[src/rtl/hilo_div_unit.sv]
// HI/LO register pair with ALU write-back and a 32-cycle restoring divider.
// Results land in LO (quotient) and HI (remainder); divide-by-zero completes in one cycle.
module hilo_div_unit (
    input  logic        Clk,
    input  logic        Reset,
    input  logic        WriteHI,
    input  logic        WriteLO,
    input  logic [31:0] ALUResultHI,
    input  logic [31:0] ALUResult,
    input  logic        DivStart,
    input  logic        DivSigned,
    input  logic [31:0] A,
    input  logic [31:0] B,
    output logic [31:0] HI,
    output logic [31:0] LO,
    output logic        Busy,
    output logic        DivDone,
    output logic        DivByZero
);

    typedef enum logic [1:0] {IDLE, RUN, FIX} state_t;

    state_t      state_q, state_d;
    logic [5:0]  cnt_q, cnt_d;
    logic [31:0] hi_q, hi_d;
    logic [31:0] lo_q, lo_d;
    logic        done_q, done_d;
    logic        dbz_q, dbz_d;

    // Divider datapath: quo_q starts as the dividend magnitude and shifts quotient bits in.
    logic [31:0] quo_q, quo_d;
    logic [31:0] rem_q, rem_d;
    logic [31:0] dvs_q, dvs_d;
    logic        neg_quo_q, neg_quo_d;
    logic        neg_rem_q, neg_rem_d;

    logic [31:0] a_mag;
    logic [31:0] b_mag;
    logic [32:0] rem_shift;

    assign a_mag     = (DivSigned && A[31]) ? -A : A;
    assign b_mag     = (DivSigned && B[31]) ? -B : B;
    assign rem_shift = {rem_q, quo_q[31]};

    // NOTE: every signal gets its hold/idle value first so no path leaves it unassigned (no latches).
    always_comb begin
        state_d   = state_q;
        cnt_d     = cnt_q;
        hi_d      = hi_q;
        lo_d      = lo_q;
        done_d    = 1'b0;
        dbz_d     = 1'b0;
        quo_d     = quo_q;
        rem_d     = rem_q;
        dvs_d     = dvs_q;
        neg_quo_d = neg_quo_q;
        neg_rem_d = neg_rem_q;

        case (state_q)
            IDLE: begin
                if (WriteHI) hi_d = ALUResultHI;
                if (WriteLO) lo_d = ALUResult;
                if (DivStart) begin
                    if (B == 32'd0) begin
                        hi_d   = A;
                        lo_d   = 32'hFFFF_FFFF;
                        done_d = 1'b1;
                        dbz_d  = 1'b1;
                    end else begin
                        quo_d     = a_mag;
                        rem_d     = 32'd0;
                        dvs_d     = b_mag;
                        neg_quo_d = DivSigned & (A[31] ^ B[31]);
                        neg_rem_d = DivSigned & A[31];
                        cnt_d     = 6'd0;
                        state_d   = RUN;
                    end
                end
            end
            RUN: begin
                if (rem_shift >= {1'b0, dvs_q}) begin
                    rem_d = rem_shift[31:0] - dvs_q;
                    quo_d = {quo_q[30:0], 1'b1};
                end else begin
                    rem_d = rem_shift[31:0];
                    quo_d = {quo_q[30:0], 1'b0};
                end
                cnt_d = cnt_q + 6'd1;
                if (cnt_q == 6'd31) state_d = FIX;
            end
            FIX: begin
                lo_d    = neg_quo_q ? -quo_q : quo_q;
                hi_d    = neg_rem_q ? -rem_q : rem_q;
                done_d  = 1'b1;
                cnt_d   = 6'd0;
                state_d = IDLE;
            end
            default: state_d = IDLE;
        endcase
    end

    // NOTE: sequential state uses non-blocking assignments so all registers update together.
    always_ff @(posedge Clk) begin
        if (!Reset) begin
            state_q <= IDLE;
            cnt_q   <= 6'd0;
            hi_q    <= 32'd0;
            lo_q    <= 32'd0;
            done_q  <= 1'b0;
            dbz_q   <= 1'b0;
        end else begin
            state_q <= state_d;
            cnt_q   <= cnt_d;
            hi_q    <= hi_d;
            lo_q    <= lo_d;
            done_q  <= done_d;
            dbz_q   <= dbz_d;
        end
    end

    // NOTE: the datapath needs no reset; it is always loaded in IDLE before RUN reads it.
    always_ff @(posedge Clk) begin
        quo_q     <= quo_d;
        rem_q     <= rem_d;
        dvs_q     <= dvs_d;
        neg_quo_q <= neg_quo_d;
        neg_rem_q <= neg_rem_d;
    end

    assign HI        = hi_q;
    assign LO        = lo_q;
    assign Busy      = (state_q != IDLE);
    assign DivDone   = done_q;
    assign DivByZero = dbz_q;

endmodule
[config.mk]
export PLATFORM = sky130hd
export DESIGN_NAME = hilo_div_unit
export DESIGN_NICKNAME = d
export VERILOG_FILES = /design/src/rtl/hilo_div_unit.sv
export SDC_FILE = /design/constraint.sdc
export NUM_CORES = 1
export LEC_CHECK = 0
export CAP_MARGIN = 20
export CORE_AREA = 2 2 150 152
export DETAILED_ROUTE_END_ITERATION = 16
export DIE_AREA = 0 0 152 154
export PLACE_DENSITY_LB_ADDON = 0.08
export SYNTH_ARGS = -nofsm -noshare
export SYNTH_HDL_FRONTEND = slang
export SYNTH_SLANG_ARGS = --single-unit
[constraint.sdc]
create_clock -name Clk -period 9.2 [get_ports Clk]
set_input_delay 1.84 -clock Clk [delete_from_list [all_inputs] [get_ports Clk]]
set_output_delay 1.84 -clock Clk [all_outputs]
set_load 0.005 [all_outputs]
* Word-level counts from Yosys, hierarchy flattened *
Cells that the tools add are included.

word-level totals
  flip-flop bits (word level) = 172
  bits in latches = 0
  RAM bits = 0
  bits in read-only memories = 0
  output and inout bits = 67
  logic and storage cells = 71
  memories = 0

cells by class
  $add $sub $neg = 6
  $mul = 0
  divide/modulo/power cells = 0
  magnitude comparators = 1
  equal/unequal tests = 6
  shifts and indexed selects = 0
  muxes and demuxes = 30
  bitwise operators = 4
  reduce and logical (&&, ||, !) cells = 13

operator list
  kind                   count
  $mux W32               15
  $pmux W32 S2           4
  $neg A32 Y32           4
  $ge A33 B32 Y1         1
  $logic_not A32 Y1      1
  $sub A32 B32 Y32       1
  $pmux W6 S3            1
  $mux W6                2
  $reduce_and A3 Y1      4
  $add A6 B1 Y6 const B  1
  $eq A6 B5 Y1 const B   1
  $mux W2                3
  $ne A2 B2 Y1 const B   3
  $reduce_bool A2 Y1     3
  $pmux W2 S2            1
  $mux W1                3
  $reduce_bool A3 Y1     1
  $and A1 B1 Y1          2
  $eq A2 B1 Y1 const B   1
  $eq A2 B2 Y1 const B   1
  $logic_and A1 B1 Y1    2
  $logic_not A2 Y1       1
  $pmux W1 S2            1
  $reduce_and A2 Y1      1
  other kinds (2)        2

* Longest topological paths before layout *
  depth after elaboration = 5
  depth in mapped cells = 13

* Worst setup path after synthesis *
Ideal clock, no wire load.

  kind = register to register
  start point = register state_q[0]
  end point = register quo_q[0], enable pin
  setup time = 0.574 ns
  data arrival time = 5.561 ns
  data required time = 8.626 ns
  setup slack = 3.064 ns
  cell stages (with the launch flop) = 6
  clock period less this slack = 6.136 ns
  cells stage by stage = dfxtp_1 inv_1 ha_1 clkbuf_1 clkbuf_1 o21ai_0

on the way
  word-level cells in the longest chain between the ends = 3
  elaborated cells between the ends (all ways) = 6
  classes of those cells = eq/ne (3); reduce/logical (3)

ends and longest elaborated chain
  item                                                                 line  text
  start: declaration                                                   23    state_t state_q, state_d;
  start signal: assignment                                             112   state_q <= state_d;
  $eq A2 B1 Y1 or $logic_not A2 Y1 (tied branches)                     59    case (state_q)
  $reduce_bool A2 Y1 (no source line) or $ne A2 B2 Y1 (tied branches)  -
  $reduce_and A3 Y1 (no source line) (*)                               -
  end signal: assignment                                               123   quo_q <= quo_d;
  end: declaration                                                     31    logic [31:0] quo_q, quo_d;

Mark *: on every way between the ends. The rest lies on a longest branch, timed or not.
A chain may end at the register's enable or synchronous reset.

* Worst setup path in the final report *
  start point = input port B[3]
  end point = register hi_q[8], in the netlist HI[8]

on the way
  word-level cells in the longest chain between the ends = 4

ends and longest elaborated chain
  item                    line  text
  start: declaration      13    input logic [31:0] B,
  $logic_not A32 Y1       64    if (B == 32'd0) begin
  $mux W32                64
  $mux W32                63    if (DivStart) begin
  $pmux W32 S2            59
  end signal: assignment  114   hi_q <= hi_d;
  end: declaration        25    logic [31:0] hi_q, hi_d;

Every way passes these cells.

==> results.md <==
- Die Y: 154 um
- Fin crit period: 5170 ps
- Setup TNS: 0 ps
- DRT iter0 DRCs: 986
- Port buffer count: 200
- Hold path depth: 2
- Hold Startpoint: LO[21]
- CTS tree: built
- Register area: 4420 um^2
- DP Worst Slack: 3610 ps
- Hold EP: LO[21]
- Remaining DRCs: 0
- Max Cap Violations: 0
- IO Count: 201
- Cts bufs inserted: 17
- Area delta synth->final: 23.2%
- VDD IR-drop max: 0.000127 V
- Fin. max-slew vios: 0
- Gr usage total: 0.280
- Nets: 1703
- R2R setup slack: 5070 ps
- Critical-path cell list: clkdlybuf4s50_1, or4_1, nor4_1, nand4_1, or2_1, and2_1, a22o_1, a221oi_1, nor2_1
- Buf+Inv Stages, Crit Path: 1
- Post-DRT Antenna Nets: 0
- Count of final setup violators: 0
- Setup Skew: 11.7 ps
- Clk_lat worst skew: 440 ps
- DR vias/cell: 6.12
- Ys Warns: 0
- RR Startpoint: rem_q[8]
- Total global routing overflow: 0
- Worst setup margin: 4030 ps
- Root Driver: clkbuf_16
- Crit Path Category: primary input to flop
- Vias in the first global route: 10300
- Clock buffer depth: 2
- RSZ-0062 raised after global routing: false
- Share of post-route cells with drive strength above 1: 0.0428
- Hold Buf Count CTS: 0
- Initial core utilization: 0.545
- Fillers: 1796
- Syn avg cell area: 8.59 um^2
- Core Area: 21700 um^2
- Die width: 152 um
- First-pass GRT wire length: 53300 um
- Placed wire-length estimate: 25000 um
- Main synth FF type: edfxtp_1
- Final Hold Viols: 0
- Hold Path Class: flop to flop
- Period utilization: 0.562
- Cell leakage power: 5.42 nW
- Stages on the worst setup path: 9
- Total Wirelength: 33500 um
- H-Tree Depth: 4
- R2R depth: 9
- EDFF count, synth: 98
- Max Clk Rate: 0.194 GHz
- Post-cts resize count: 0
- Clock slew at reported path FFs: 70 ps
- Synth Register Bits: 172
- Distinct cells, synth: 67
- Die area: 23400 um^2
- Worst setup SP type: primary input
- Synthesized area: 11800 um^2
- Setup Fix Bufs, Post-CTS: 0
- Reg2reg end: rem_q[28]
- Outcome: finished, final reports clean
- Pin count of the biggest net entering global routing: 77
- Antenna Cells: 0
- Mapped Cells: 1377
- Syn nets: 1552
- Via count: 11100
- Cell Pwr Density: 208 nW/um^2
- Gpl congestion: 0.934
- Critical path endpoint category: flop
- Post-synthesis sequential area ratio: 0.374
- CP max FO: 28
- Crit path DAT: 5480 ps
- Routed WL per cell: 18.4 um
- CP peak stage delay: 660 ps
- Area of the multi-input gates: 6870 um^2
- Rows: 54
- Actual slew at the worst max-slew pin: 1050 ps
- Slew HR: 0.296
- Ys async rst share: 0
- Critical path's slowest cell: or4_1
- CP Data Required Time: 9520 ps
- Crit path max-delay family: simple AND/OR/NAND/NOR gates
- Pre-antenna DRT Iters: 5
- Clock Sinks: 172
- Initial antenna violation count: 0
## tightest hold or removal path, delay by kind of cell (launching register included)
kind | cells | cell delay (ps)
and+or+nand+nor | 2 | 120
DFF | 1 | 330
## synthesized netlist by cell type, drive strengths merged (3+ instances only)
cell / n / share of area
a21boi: 6 / 0.0038
nand4: 18 / 0.0095
xnor2: 76 / 0.056
a221oi: 25 / 0.019
or4: 16 / 0.011
xor2: 63 / 0.047
or3: 22 / 0.012
or2: 6 / 0.0032
mux2i: 11 / 0.0093
o31ai: 27 / 0.019
o221ai: 17 / 0.013
a22oi: 3 / 0.0019
and3: 12 / 0.0063
dfxtp: 74 / 0.13
a21o: 18 / 0.011
ha: 40 / 0.042
nor2: 105 / 0.033
a211oi: 8 / 0.0051
a222oi: 6 / 0.0051
o211a: 4 / 0.0034
o21ai: 143 / 0.061
a211o: 4 / 0.0030
o311ai: 11 / 0.0081
o21a: 9 / 0.0057
nor4: 14 / 0.0079
nor2b: 11 / 0.0058
a22o: 24 / 0.018
inv: 63 / 0.020
nand2: 134 / 0.043
o211ai: 14 / 0.0089
o22ai: 10 / 0.0053
a2bb2oi: 3 / 0.0022
a32oi: 3 / 0.0022
nand2b: 11 / 0.0058
a21oi: 84 / 0.036
edfxtp: 98 / 0.25
clkbuf: 72 / 0.023
buf: 8 / 0.0043
o41ai: 17 / 0.013
o21bai: 3 / 0.0019
nand3: 36 / 0.015
and2: 4 / 0.0021
nor3: 28 / 0.012
## flip-flops by register name (all words and copies together), names as in the netlist, 2 cells and up
register,flops
state_q,2
cnt_q,6
dvs_q,32
HI,32
quo_q,32
LO,32
rem_q,32
## worst max path at each step
stage,from,endpoint,slack [ps]
after global placement,B[3],HI[10],3730
after global routing,B[3],HI[8],3770
after CTS,B[3],HI[8],4060
after detailed placement,B[3],HI[8],3610
after floorplan,state_q[0],quo_q[0],3060
final,B[3],HI[8],4030
## layer usage
metal / track usage / vias up / routed length (um) / part of all wire
li1: - / 5440 / - / -
met1: 0.359 / 5141 / 13700 / 0.41
met2: 0.474 / 484 / 15800 / 0.47
met3: 0.0358 / 80 / 2590 / 0.077
met4: 0.128 / 0 / 1320 / 0.039
met5: 0 / - / 0 / 0
## area by class of cell
| class | count | area share |
|---|---|---|
| clock inverter | 10 | 0.00507 |
| timing repair buffer | 212 | 0.144 |
| tap | 280 | 0.0240 |
| clock buffer | 22 | 0.0355 |
| sequential | 172 | 0.304 |
| multi-input combinational | 1061 | 0.472 |
| inverter | 64 | 0.0165 |
## power breakdown
part / switching (mW) / total, mW / internal [mW] / leakage [nW]
sequential: 0.151 / 1.15 / 0.997 / 1.57
clock: 0.318 / 0.723 / 0.405 / 0.294
combinational: 0.640 / 1.17 / 0.526 / 3.56
## placed cells by master, fill, tap and decap left out, drive strengths merged, types with 25 or more instances in the layout
cell	n
a221oi	25
nand3	36
nand2	134
clkdlybuf4s50	199
edfxtp	98
xnor2	76
o21ai	143
ha	40
o31ai	27
xor2	63
a21oi	84
inv	68
nor2	105
nor3	28
dfxtp	74
## stage by stage
step,cell area (um^2),hold slack (ps),cells,total power [mW],util
2_1_floorplan,11800,462,1377,1.89,-
3_3_place_gp,14000,454,1788,2.28,0.644
3_5_place_dp,14000,462,1788,2.31,0.644
4_1_cts,14600,481,1820,3.03,0.671
5_1_grt,14600,496,1821,3.21,0.672
6_report,14600,472,1821,3.04,0.672
## logic make-up (layout without fill, tap and decap cells)
family | count (synthesis) | in the layout | synth area share
fa+ha+maj | 41 | 41 | 0.0440
xor+xnor | 139 | 139 | 0.103
compound gates | 447 | 447 | 0.251
flops | 172 | 172 | 0.374
simple gates | 423 | 423 | 0.171
mux | 11 | 11 | 0.00931
buf+inv | 144 | 308 | 0.0475
Note: power is estimated with default switching activity, not from simulation.
